--- src/rtl/uart_pkg.sv ---
// UART core shared types: TX/RX FSM state enums and frame-geometry helpers.
// Parity states exist only when UART_PARITY_EN is defined.
package uart_pkg;

`ifdef UART_PARITY_EN
  localparam int PAR_BITS = 1;

  typedef enum logic [2:0] {
    TX_IDLE, TX_START, TX_DATA, TX_PARITY, TX_STOP
  } tx_state_t;

  typedef enum logic [2:0] {
    RX_IDLE, RX_START, RX_DATA, RX_PARITY, RX_STOP, RX_WAIT_HIGH
  } rx_state_t;

  localparam tx_state_t TX_AFTER_DATA = TX_PARITY;
  localparam rx_state_t RX_AFTER_DATA = RX_PARITY;
`else
  localparam int PAR_BITS = 0;

  typedef enum logic [2:0] {
    TX_IDLE, TX_START, TX_DATA, TX_STOP
  } tx_state_t;

  typedef enum logic [2:0] {
    RX_IDLE, RX_START, RX_DATA, RX_STOP, RX_WAIT_HIGH
  } rx_state_t;

  localparam tx_state_t TX_AFTER_DATA = TX_STOP;
  localparam rx_state_t RX_AFTER_DATA = RX_STOP;
`endif

  // Start + data + optional parity + stop bits.
  function automatic int frame_bits(int dw, int sb);
    return 1 + dw + PAR_BITS + sb;
  endfunction

  function automatic int half_bit(int cpb);
    return cpb / 2;
  endfunction

endpackage

--- src/rtl/uart_core_param_if.sv ---
// Host-side byte handshake of the UART core.
// master: drives data_in/wr_en/rdy_clr/err_clr; slave: the core.
interface uart_core_param_if #(
  parameter int DATA_W = 8
) ();
  logic [DATA_W-1:0] data_in;
  logic              wr_en;
  logic              busy;
  logic              rdy;
  logic [DATA_W-1:0] dout;
  logic              rdy_clr;
  logic              err_clr;
  logic              frame_err;
  logic              parity_err;
  logic              overrun;

  modport master (
    output data_in, wr_en, rdy_clr, err_clr,
    input  busy, rdy, dout, frame_err, parity_err, overrun
  );

  modport slave (
    input  data_in, wr_en, rdy_clr, err_clr,
    output busy, rdy, dout, frame_err, parity_err, overrun
  );
endinterface

--- src/rtl/uart_rx_fifo.sv ---
// Synchronous RX FIFO. Ports: clk, rst, push/din, pop, full, empty, head.
// A push while full is dropped unless a pop happens in the same cycle.
module uart_rx_fifo #(
  parameter int DEPTH = 4,
  parameter int WIDTH = 8
) (
  input  logic             clk,
  input  logic             rst,
  input  logic             push,
  input  logic [WIDTH-1:0] din,
  input  logic             pop,
  output logic             full,
  output logic             empty,
  output logic [WIDTH-1:0] head
);
  localparam int AW = $clog2(DEPTH);

  logic [WIDTH-1:0] mem [DEPTH];
  logic [AW:0]      wr_ptr;
  logic [AW:0]      rd_ptr;
  logic             do_push;
  logic             do_pop;

  assign empty   = (wr_ptr == rd_ptr);
  assign full    = ((wr_ptr ^ rd_ptr) == {1'b1, {AW{1'b0}}});
  assign do_pop  = pop & ~empty;
  assign do_push = push & (~full | pop);
  assign head    = empty ? '0 : mem[rd_ptr[AW-1:0]];

  always_ff @(posedge clk or posedge rst) begin
    if (rst) begin
      wr_ptr <= '0;
      rd_ptr <= '0;
    end else begin
      if (do_push) wr_ptr <= wr_ptr + (AW+1)'(1);
      if (do_pop)  rd_ptr <= rd_ptr + (AW+1)'(1);
    end
  end

  always_ff @(posedge clk) begin
    if (do_push) mem[wr_ptr[AW-1:0]] <= din;
  end
endmodule

--- src/rtl/uart_core_param.sv ---
// Parametrised full-duplex UART: TX serialiser, RX deserialiser + FIFO, sticky errors.
// Ports: clk, rst, host (slave handshake), tx, rx, loop_en. Option macro: UART_PARITY_EN.
module uart_core_param
  import uart_pkg::*;
#(
  parameter int DATA_W       = 8,
  parameter int CLKS_PER_BIT = 868,
  parameter int STOP_BITS    = 1,
  parameter int FIFO_DEPTH   = 4,
  parameter int PARITY_ODD   = 0
) (
  input  logic               clk,
  input  logic               rst,
  uart_core_param_if.slave   host,
  output logic               tx,
  input  logic               rx,
  input  logic               loop_en
);
  localparam int FRAME_BITS = frame_bits(DATA_W, STOP_BITS);
  localparam int HALF_BIT   = half_bit(CLKS_PER_BIT);
  localparam int CW = $clog2(CLKS_PER_BIT);
  localparam int PW = $clog2(FRAME_BITS);
  localparam int IW = $clog2(DATA_W + 1);

  // ---------------- TX ----------------
  tx_state_t             tx_state, tx_state_n;
  logic [CW-1:0]         tx_cnt, tx_cnt_n;
  logic [PW-1:0]         tx_pos, tx_pos_n;
  logic [FRAME_BITS-1:0] tx_sh, tx_sh_n;
  logic [FRAME_BITS-1:0] tx_frame;
  logic                  tx_bit_end;

`ifdef UART_PARITY_EN
  assign tx_frame = {{STOP_BITS{1'b1}},
                     ^host.data_in ^ (PARITY_ODD != 0),
                     host.data_in, 1'b0};
`else
  assign tx_frame = {{STOP_BITS{1'b1}}, host.data_in, 1'b0};
`endif

  // The whole frame is shifted out LSB first; ones refill from the top
  // so the line rests high once the frame is gone.
  assign tx         = tx_sh[0];
  assign host.busy  = (tx_state != TX_IDLE);
  assign tx_bit_end = (tx_cnt == CW'(CLKS_PER_BIT - 1));

  always_ff @(posedge clk or posedge rst) begin
    if (rst) begin
      tx_state <= TX_IDLE;
      tx_cnt   <= '0;
      tx_pos   <= '0;
      tx_sh    <= '1;
    end else begin
      tx_state <= tx_state_n;
      tx_cnt   <= tx_cnt_n;
      tx_pos   <= tx_pos_n;
      tx_sh    <= tx_sh_n;
    end
  end

  always_comb begin
    tx_state_n = tx_state;
    tx_cnt_n   = tx_cnt;
    tx_pos_n   = tx_pos;
    tx_sh_n    = tx_sh;
    if (tx_state != TX_IDLE) begin
      tx_cnt_n = tx_bit_end ? '0 : tx_cnt + CW'(1);
      if (tx_bit_end) begin
        tx_sh_n  = {1'b1, tx_sh[FRAME_BITS-1:1]};
        tx_pos_n = tx_pos + PW'(1);
      end
    end
    unique case (tx_state)
      TX_IDLE: begin
        if (host.wr_en) begin
          tx_state_n = TX_START;
          tx_cnt_n   = '0;
          tx_pos_n   = '0;
          tx_sh_n    = tx_frame;
        end
      end
      TX_START: if (tx_bit_end) tx_state_n = TX_DATA;
      TX_DATA: begin
        if (tx_bit_end && tx_pos == PW'(DATA_W))
          tx_state_n = TX_AFTER_DATA;
      end
`ifdef UART_PARITY_EN
      TX_PARITY: if (tx_bit_end) tx_state_n = TX_STOP;
`endif
      TX_STOP: begin
        if (tx_bit_end && tx_pos == PW'(FRAME_BITS - 1)) begin
          tx_state_n = TX_IDLE;
          tx_pos_n   = '0;
        end
      end
      default: tx_state_n = TX_IDLE;
    endcase
  end

  // ---------------- RX ----------------
  rx_state_t         rx_state, rx_state_n;
  logic [CW-1:0]     rx_cnt, rx_cnt_n;
  logic [IW-1:0]     rx_idx, rx_idx_n;
  logic [DATA_W-1:0] rx_sh, rx_sh_n;
  logic              sync1, rx_in, rx_prev;
  logic              rx_half, rx_full;
  logic              parity_bad;
  logic              rx_push, set_fe, set_pe, set_ov;
  logic              fifo_full, fifo_empty;
  logic              fe, pe, ov;

`ifdef UART_PARITY_EN
  logic rx_par, rx_par_n;
  assign parity_bad = ((^rx_sh) ^ rx_par) != (PARITY_ODD != 0);
`else
  // Parity sense has no meaning without a parity bit.
  logic unused_par;
  assign unused_par = (PARITY_ODD != 0);
  assign parity_bad = 1'b0;
`endif

  assign rx_half = (rx_cnt == CW'(HALF_BIT - 1));
  assign rx_full = (rx_cnt == CW'(CLKS_PER_BIT - 1));

  always_ff @(posedge clk or posedge rst) begin
    if (rst) begin
      sync1    <= 1'b1;
      rx_in    <= 1'b1;
      rx_prev  <= 1'b1;
      rx_state <= RX_IDLE;
      rx_cnt   <= '0;
      rx_idx   <= '0;
      rx_sh    <= '0;
`ifdef UART_PARITY_EN
      rx_par   <= 1'b0;
`endif
      fe       <= 1'b0;
      pe       <= 1'b0;
      ov       <= 1'b0;
    end else begin
      sync1    <= loop_en ? tx : rx;
      rx_in    <= sync1;
      rx_prev  <= rx_in;
      rx_state <= rx_state_n;
      rx_cnt   <= rx_cnt_n;
      rx_idx   <= rx_idx_n;
      rx_sh    <= rx_sh_n;
`ifdef UART_PARITY_EN
      rx_par   <= rx_par_n;
`endif
      fe       <= set_fe | (fe & ~host.err_clr);
      pe       <= set_pe | (pe & ~host.err_clr);
      ov       <= set_ov | (ov & ~host.err_clr);
    end
  end

  always_comb begin
    rx_state_n = rx_state;
    rx_cnt_n   = rx_cnt;
    rx_idx_n   = rx_idx;
    rx_sh_n    = rx_sh;
`ifdef UART_PARITY_EN
    rx_par_n   = rx_par;
`endif
    rx_push    = 1'b0;
    set_fe     = 1'b0;
    set_pe     = 1'b0;
    unique case (rx_state)
      RX_IDLE: begin
        rx_cnt_n = '0;
        if (rx_prev && !rx_in) rx_state_n = RX_START;
      end
      RX_START: begin
        if (rx_half) begin
          rx_cnt_n   = '0;
          rx_idx_n   = '0;
          rx_state_n = rx_in ? RX_IDLE : RX_DATA;
        end else rx_cnt_n = rx_cnt + CW'(1);
      end
      RX_DATA: begin
        if (rx_full) begin
          rx_cnt_n = '0;
          rx_sh_n  = {rx_in, rx_sh[DATA_W-1:1]};
          rx_idx_n = rx_idx + IW'(1);
          if (rx_idx == IW'(DATA_W - 1)) rx_state_n = RX_AFTER_DATA;
        end else rx_cnt_n = rx_cnt + CW'(1);
      end
`ifdef UART_PARITY_EN
      RX_PARITY: begin
        if (rx_full) begin
          rx_cnt_n   = '0;
          rx_par_n   = rx_in;
          rx_state_n = RX_STOP;
        end else rx_cnt_n = rx_cnt + CW'(1);
      end
`endif
      RX_STOP: begin
        if (rx_full) begin
          rx_cnt_n = '0;
          if (!rx_in) begin
            set_fe     = 1'b1;
            rx_state_n = RX_WAIT_HIGH;
          end else if (parity_bad) begin
            set_pe     = 1'b1;
            rx_state_n = RX_IDLE;
          end else begin
            rx_push    = 1'b1;
            rx_state_n = RX_IDLE;
          end
        end else rx_cnt_n = rx_cnt + CW'(1);
      end
      // A held-low line (break) must not look like a fresh start bit.
      RX_WAIT_HIGH: if (rx_in) rx_state_n = RX_IDLE;
      default: rx_state_n = RX_IDLE;
    endcase
  end

  assign set_ov = rx_push & fifo_full & ~host.rdy_clr;

  uart_rx_fifo #(
    .DEPTH (FIFO_DEPTH),
    .WIDTH (DATA_W)
  ) u_fifo (
    .clk   (clk),
    .rst   (rst),
    .push  (rx_push),
    .din   (rx_sh),
    .pop   (host.rdy_clr),
    .full  (fifo_full),
    .empty (fifo_empty),
    .head  (host.dout)
  );

  assign host.rdy        = ~fifo_empty;
  assign host.frame_err  = fe;
  assign host.parity_err = pe;
  assign host.overrun    = ov;
endmodule

--- src/flat_wrapper.sv ---
// flat-port wrapper written by rule: the top's interface ports become plain ports
module uart_core_param_flat import uart_pkg::*;
#(
  parameter int DATA_W       = 8,
  parameter int CLKS_PER_BIT = 868,
  parameter int STOP_BITS    = 1,
  parameter int FIFO_DEPTH   = 4,
  parameter int PARITY_ODD   = 0
)
  (clk, rst, tx, rx, loop_en, host_data_in, host_wr_en, host_rdy_clr, host_err_clr, host_busy, host_rdy, host_dout, host_frame_err, host_parity_err, host_overrun);
  uart_core_param_if #(.DATA_W(DATA_W)) host_i ();
  input  logic clk;
  input  logic rst;
  output logic tx;
  input  logic rx;
  input  logic loop_en;
  input wire logic [$bits(host_i.data_in)-1:0] host_data_in;
  input wire logic [$bits(host_i.wr_en)-1:0] host_wr_en;
  input wire logic [$bits(host_i.rdy_clr)-1:0] host_rdy_clr;
  input wire logic [$bits(host_i.err_clr)-1:0] host_err_clr;
  output wire logic [$bits(host_i.busy)-1:0] host_busy;
  output wire logic [$bits(host_i.rdy)-1:0] host_rdy;
  output wire logic [$bits(host_i.dout)-1:0] host_dout;
  output wire logic [$bits(host_i.frame_err)-1:0] host_frame_err;
  output wire logic [$bits(host_i.parity_err)-1:0] host_parity_err;
  output wire logic [$bits(host_i.overrun)-1:0] host_overrun;
  assign host_i.data_in = host_data_in;
  assign host_i.wr_en = host_wr_en;
  assign host_i.rdy_clr = host_rdy_clr;
  assign host_i.err_clr = host_err_clr;
  assign host_busy = host_i.busy;
  assign host_rdy = host_i.rdy;
  assign host_dout = host_i.dout;
  assign host_frame_err = host_i.frame_err;
  assign host_parity_err = host_i.parity_err;
  assign host_overrun = host_i.overrun;
  uart_core_param #(.DATA_W(DATA_W), .CLKS_PER_BIT(CLKS_PER_BIT), .STOP_BITS(STOP_BITS), .FIFO_DEPTH(FIFO_DEPTH), .PARITY_ODD(PARITY_ODD)) u_core (.clk(clk), .rst(rst), .host(host_i), .tx(tx), .rx(rx), .loop_en(loop_en));
endmodule
--- config.mk ---
export PLATFORM = sky130hd
export DESIGN_NAME = uart_core_param_flat
export DESIGN_NICKNAME = d
export VERILOG_FILES = /design/src/rtl/uart_pkg.sv /design/src/rtl/uart_core_param_if.sv /design/src/rtl/uart_rx_fifo.sv /design/src/rtl/uart_core_param.sv /design/src/flat_wrapper.sv
export SDC_FILE = /design/constraint.sdc
export NUM_CORES = 1
export LEC_CHECK = 0
export CAP_MARGIN = 20
export CELL_PAD_IN_SITES_DETAIL_PLACEMENT = 1
export CELL_PAD_IN_SITES_GLOBAL_PLACEMENT = 2
export CORE_MARGIN = 2
export CORE_UTILIZATION = 37
export DETAILED_ROUTE_END_ITERATION = 16
export GPL_ROUTABILITY_DRIVEN = 0
export PLACE_DENSITY_LB_ADDON = 0.12
export SLEW_MARGIN = 20
export SYNTH_ARGS = -nofsm -noshare
export SYNTH_HDL_FRONTEND = slang
export SYNTH_HIERARCHICAL = 1
export SYNTH_SLANG_ARGS = --single-unit
--- constraint.sdc ---
create_clock -name clk -period 2.4 [get_ports clk]
set_clock_uncertainty 0.2 [all_clocks]
set_input_delay 0.48 -clock clk [delete_from_list [all_inputs] [get_ports clk]]
set_output_delay 0.48 -clock clk [all_outputs]
set_load 0.1 [all_outputs]
==> reports/qor.yml, run 1 <==
status:
  outcome: "finished, violations left"
  violations: "setup timing"
floorplanning:
  ios: 29
  dieArea_mm2: 0.01355
  initial_core_util_pct: 37.51
  core_mm2: 0.01247
  fp-row-count: 41
  die_w_um: 116.4
  dieHeight_um: 116.4
placed_design:
  place.port_buffers: 28
  hpwl_um: 7600
  dp.cells: 601
route:
  vias: 3206
  wl_per_cell_um: 16.33
  final_antenna_net_count: 0
  drt_iter0_markers: 134
  routed_wl_um: 10160
  dr.pass1.iters: 6
  drc: 0
  via_per_inst: 5.154
synthesis:
  ys_ff_latch: 95
  synth_area_mm2: 0.004676
  synth_flop_cell: "dfrtp_1"
  synth.distinct_cells: 61
  yosys-top-cells-area: "dfrtp_1 27%, edfxtp_1 21%, dfstp_2 7.3%"
  synth_edf_count: 32
  yosys.area.top_type: "dfrtp_1"
  syn_nets: 412
  syn_inst: 381
  syn_avg_cell_area_um2: 12.27
  synth_top_area_share_pct: 26.76
  async_flop_share_pct: 66.32
  yosys_warnings: 6
  synth-seq-area-share_pct: 54.62
timing:
  grt_setup_unrepaired: "true"
  worst_pin_slew_ns: 0.5160
  finalSetupViolCount: 8
  final.min_clock_period_ns: 2.447
  slew_viol_final: 0
  final_hold_viol_count: 0
  setup_slack_ns: -0.04672
  max_slew_margin_pct: 65.50
  fin_crit_sh_pct: 101.9
  clock.fmax_mhz: 408.7
cells_and_area:
  multi_input_area_mm2: 0.002038
  nNetsFinal: 476
  final_cells: 622
  num-fill-cells: 1300
  fin_util_pct: 47.35
  drive_above_1_share_pct: 30.22
  seq_area_mm2: 0.002557
  syn2layout_area_growth_pct: 26.22
  num_antenna_cells: 0
worst_setup_path:
  r2r-start: "u_core/rx_cnt[1]"
  critPathMaxFanout: 9
  endpoint_kind: "primary output"
  crit_path_start_kind: "flip-flop"
  worstPathArrival_ns: 1.77
  setup.worst_path.start: "u_core/u_fifo/rd_ptr[0]"
  required_ns: 1.72
  path_class: "flip-flop to primary output"
grt:
  grt_pass1_wl_um: 16930
  grt_max_degree: 26
  grt-ovfl-total: 0
  antenna_found_initial: 0
  grt_pass1_vias: 3370
  grt_usage_pct: 16.36
cts:
  clock_latency_ns: 0.34
  cts_root_buf: "clkbuf_16"
  htreeDepth: 3
  cts_tree: "yes"
  cts_buffers: 9
  cts.sinks: 95
  cts_buffer_depth: 2
  holdBufCountCts: 0
  path_clk_slew_ns: 0.07
job:
  cap_violations: 0
pwr:
  leakage_nw: 2.475
  ir_drop_mv: 0.8288
  power_per_cell_area_mw_per_mm2: 763.0
worst_hold_path:
  hp-start: "u_core/sync1"
  hold_class: "flip-flop to flip-flop"
[layout by cell type (no fill, tap or decap), types with 4 or more instances in the layout]
| master | count |
|---|---|
| buf_12 | 12 |
| nor2b_2 | 4 |
| mux2i_1 | 7 |
| clkinvlp_4 | 4 |
| a221o_1 | 8 |
| nand2_1 | 26 |
| xnor2_1 | 6 |
| clkdlybuf4s50_1 | 14 |
| a31oi_1 | 9 |
| nor2_1 | 15 |
| dfstp_2 | 13 |
| mux2_2 | 9 |
| o21ai_0 | 17 |
| and2_1 | 7 |
| nor2b_4 | 4 |
| clkbuf_16 | 9 |
| mux4_2 | 8 |
| edfxtp_1 | 32 |
| a41oi_1 | 4 |
| nand2b_1 | 7 |
| buf_4 | 42 |
| ha_1 | 15 |
| a21oi_1 | 7 |
| dfrtp_1 | 47 |
| nor4_1 | 5 |
| inv_1 | 15 |
| and3_1 | 15 |
| nor3_1 | 6 |
| nand3_1 | 10 |
| nand4_1 | 7 |
[final timing paths]
check	endpoint	slack, ns	cells after the start
min in group asynchronous	u_core/u_fifo/wr_ptr[1]	0.21	2
max in group asynchronous	u_core/rx_cnt[1]	1.16	3
hold reg to reg	u_core/rx_in	0.16	0
hold / removal	u_core/rx_in	0.16	0
setup reg to reg	u_core/u_fifo/mem[2][2]	0.16	7
setup / recovery	host_dout[2]	-0.05	4
[area by class of cell]
| class | instances | share of cell area [%] |
|---|---|---|
| multi-input cells | 251 | 34.53 |
| clock buffers | 10 | 3.880 |
| inverters | 19 | 1.336 |
| clock inverters | 6 | 1.293 |
| flip-flops and latches | 95 | 43.33 |
| well taps | 172 | 3.646 |
| repair buffers | 69 | 11.98 |
[cells by family after synthesis]
group / count (synthesis) / share of synthesized area (%)
and+or+nand+nor: 130 / 16.08
DFF: 95 / 54.62
xor gates and xnor gates: 11 / 2.623
AOI/OAI and AO/OA: 67 / 10.68
muxes: 27 / 8.242
adders and majority gates: 16 / 4.281
buffers and inverters: 35 / 3.479
[Yosys cell counts, drive strengths merged (8+ instances only)]
cell type,instances
dfstp,13
dfrtp,50
nand2,26
and3,18
ha,16
clkbuf,9
nor2b,9
nand3,10
nor2,16
a221o,8
edfxtp,32
nor3,8
mux2,12
o21ai,18
mux4,8
a31oi,9
inv,19
[metal layers]
metal	vias up	routed length, µm	track usage (%)
met5	-	0	0
met4	0	167	6.905
met3	11	154	2.647
met2	26	5267	28.06
met1	1628	4571	20.59
li1	1541	-	-
[metrics by stage]
step | total power, mW | setup slack [ns] | hold slack (ns) | TNS, ns | area (µm²)
6_report | 4.503 | -0.04672 | 0.1622 | -0.3183 | 5902
5_1_grt | 4.754 | -0.1151 | 0.1689 | -0.8354 | 5902
4_1_cts | 4.554 | -0.1097 | 0.1643 | -0.7404 | 5856
3_5_place_dp | 3.056 | 0.01158 | 0.1498 | 0 | 5494
3_3_place_gp | 3.034 | 0.07523 | 0.1484 | 0 | 5494
2_1_floorplan | 2.690 | -0.1651 | 0.07096 | -1.400 | 4718
[repair_timing]
item,4_1_cts,5_1_grt
cloned,0,0
setup endpoints to repair,10,34
pin swaps,0,2
gates resized for setup,10,8
setup buffers,2,3
[state kept, by name, summed over array words and instances (netlist names), 2 cells and up]
name and count:
u_core/rx_cnt 10, u_core/rx_idx 4, u_core/rx_sh 8, u_core/rx_state 3, u_core/tx_cnt 10, u_core/tx_pos 4
u_core/tx_sh 10, u_core/tx_state 2, u_core/u_fifo/mem 32, u_core/u_fifo/rd_ptr 3, u_core/u_fifo/wr_ptr 3
[worst max-delay path, stage by stage (launching register included)]
cell and delay (ns):
dfrtp_2 0.44, buf_12 0.16, mux4_2 0.48, nor2b_2 0.18, buf_12 0.16
[where the power goes]
part	total [mW]	internal, mW	switching (mW)
combinational	1.06	0.475	0.588
sequential	1.96	1.85	0.111
clock	1.48	0.827	0.652
total	4.50	3.15	1.35
Power figures use the tool's default switching activity.
==> run 2: changes to the inputs <==
GPL_ROUTABILITY_DRIVEN = unset   (was 0)
==> results of run 2 <==
Same layout as run 1: the final DEF is identical, and so are final timing and power.
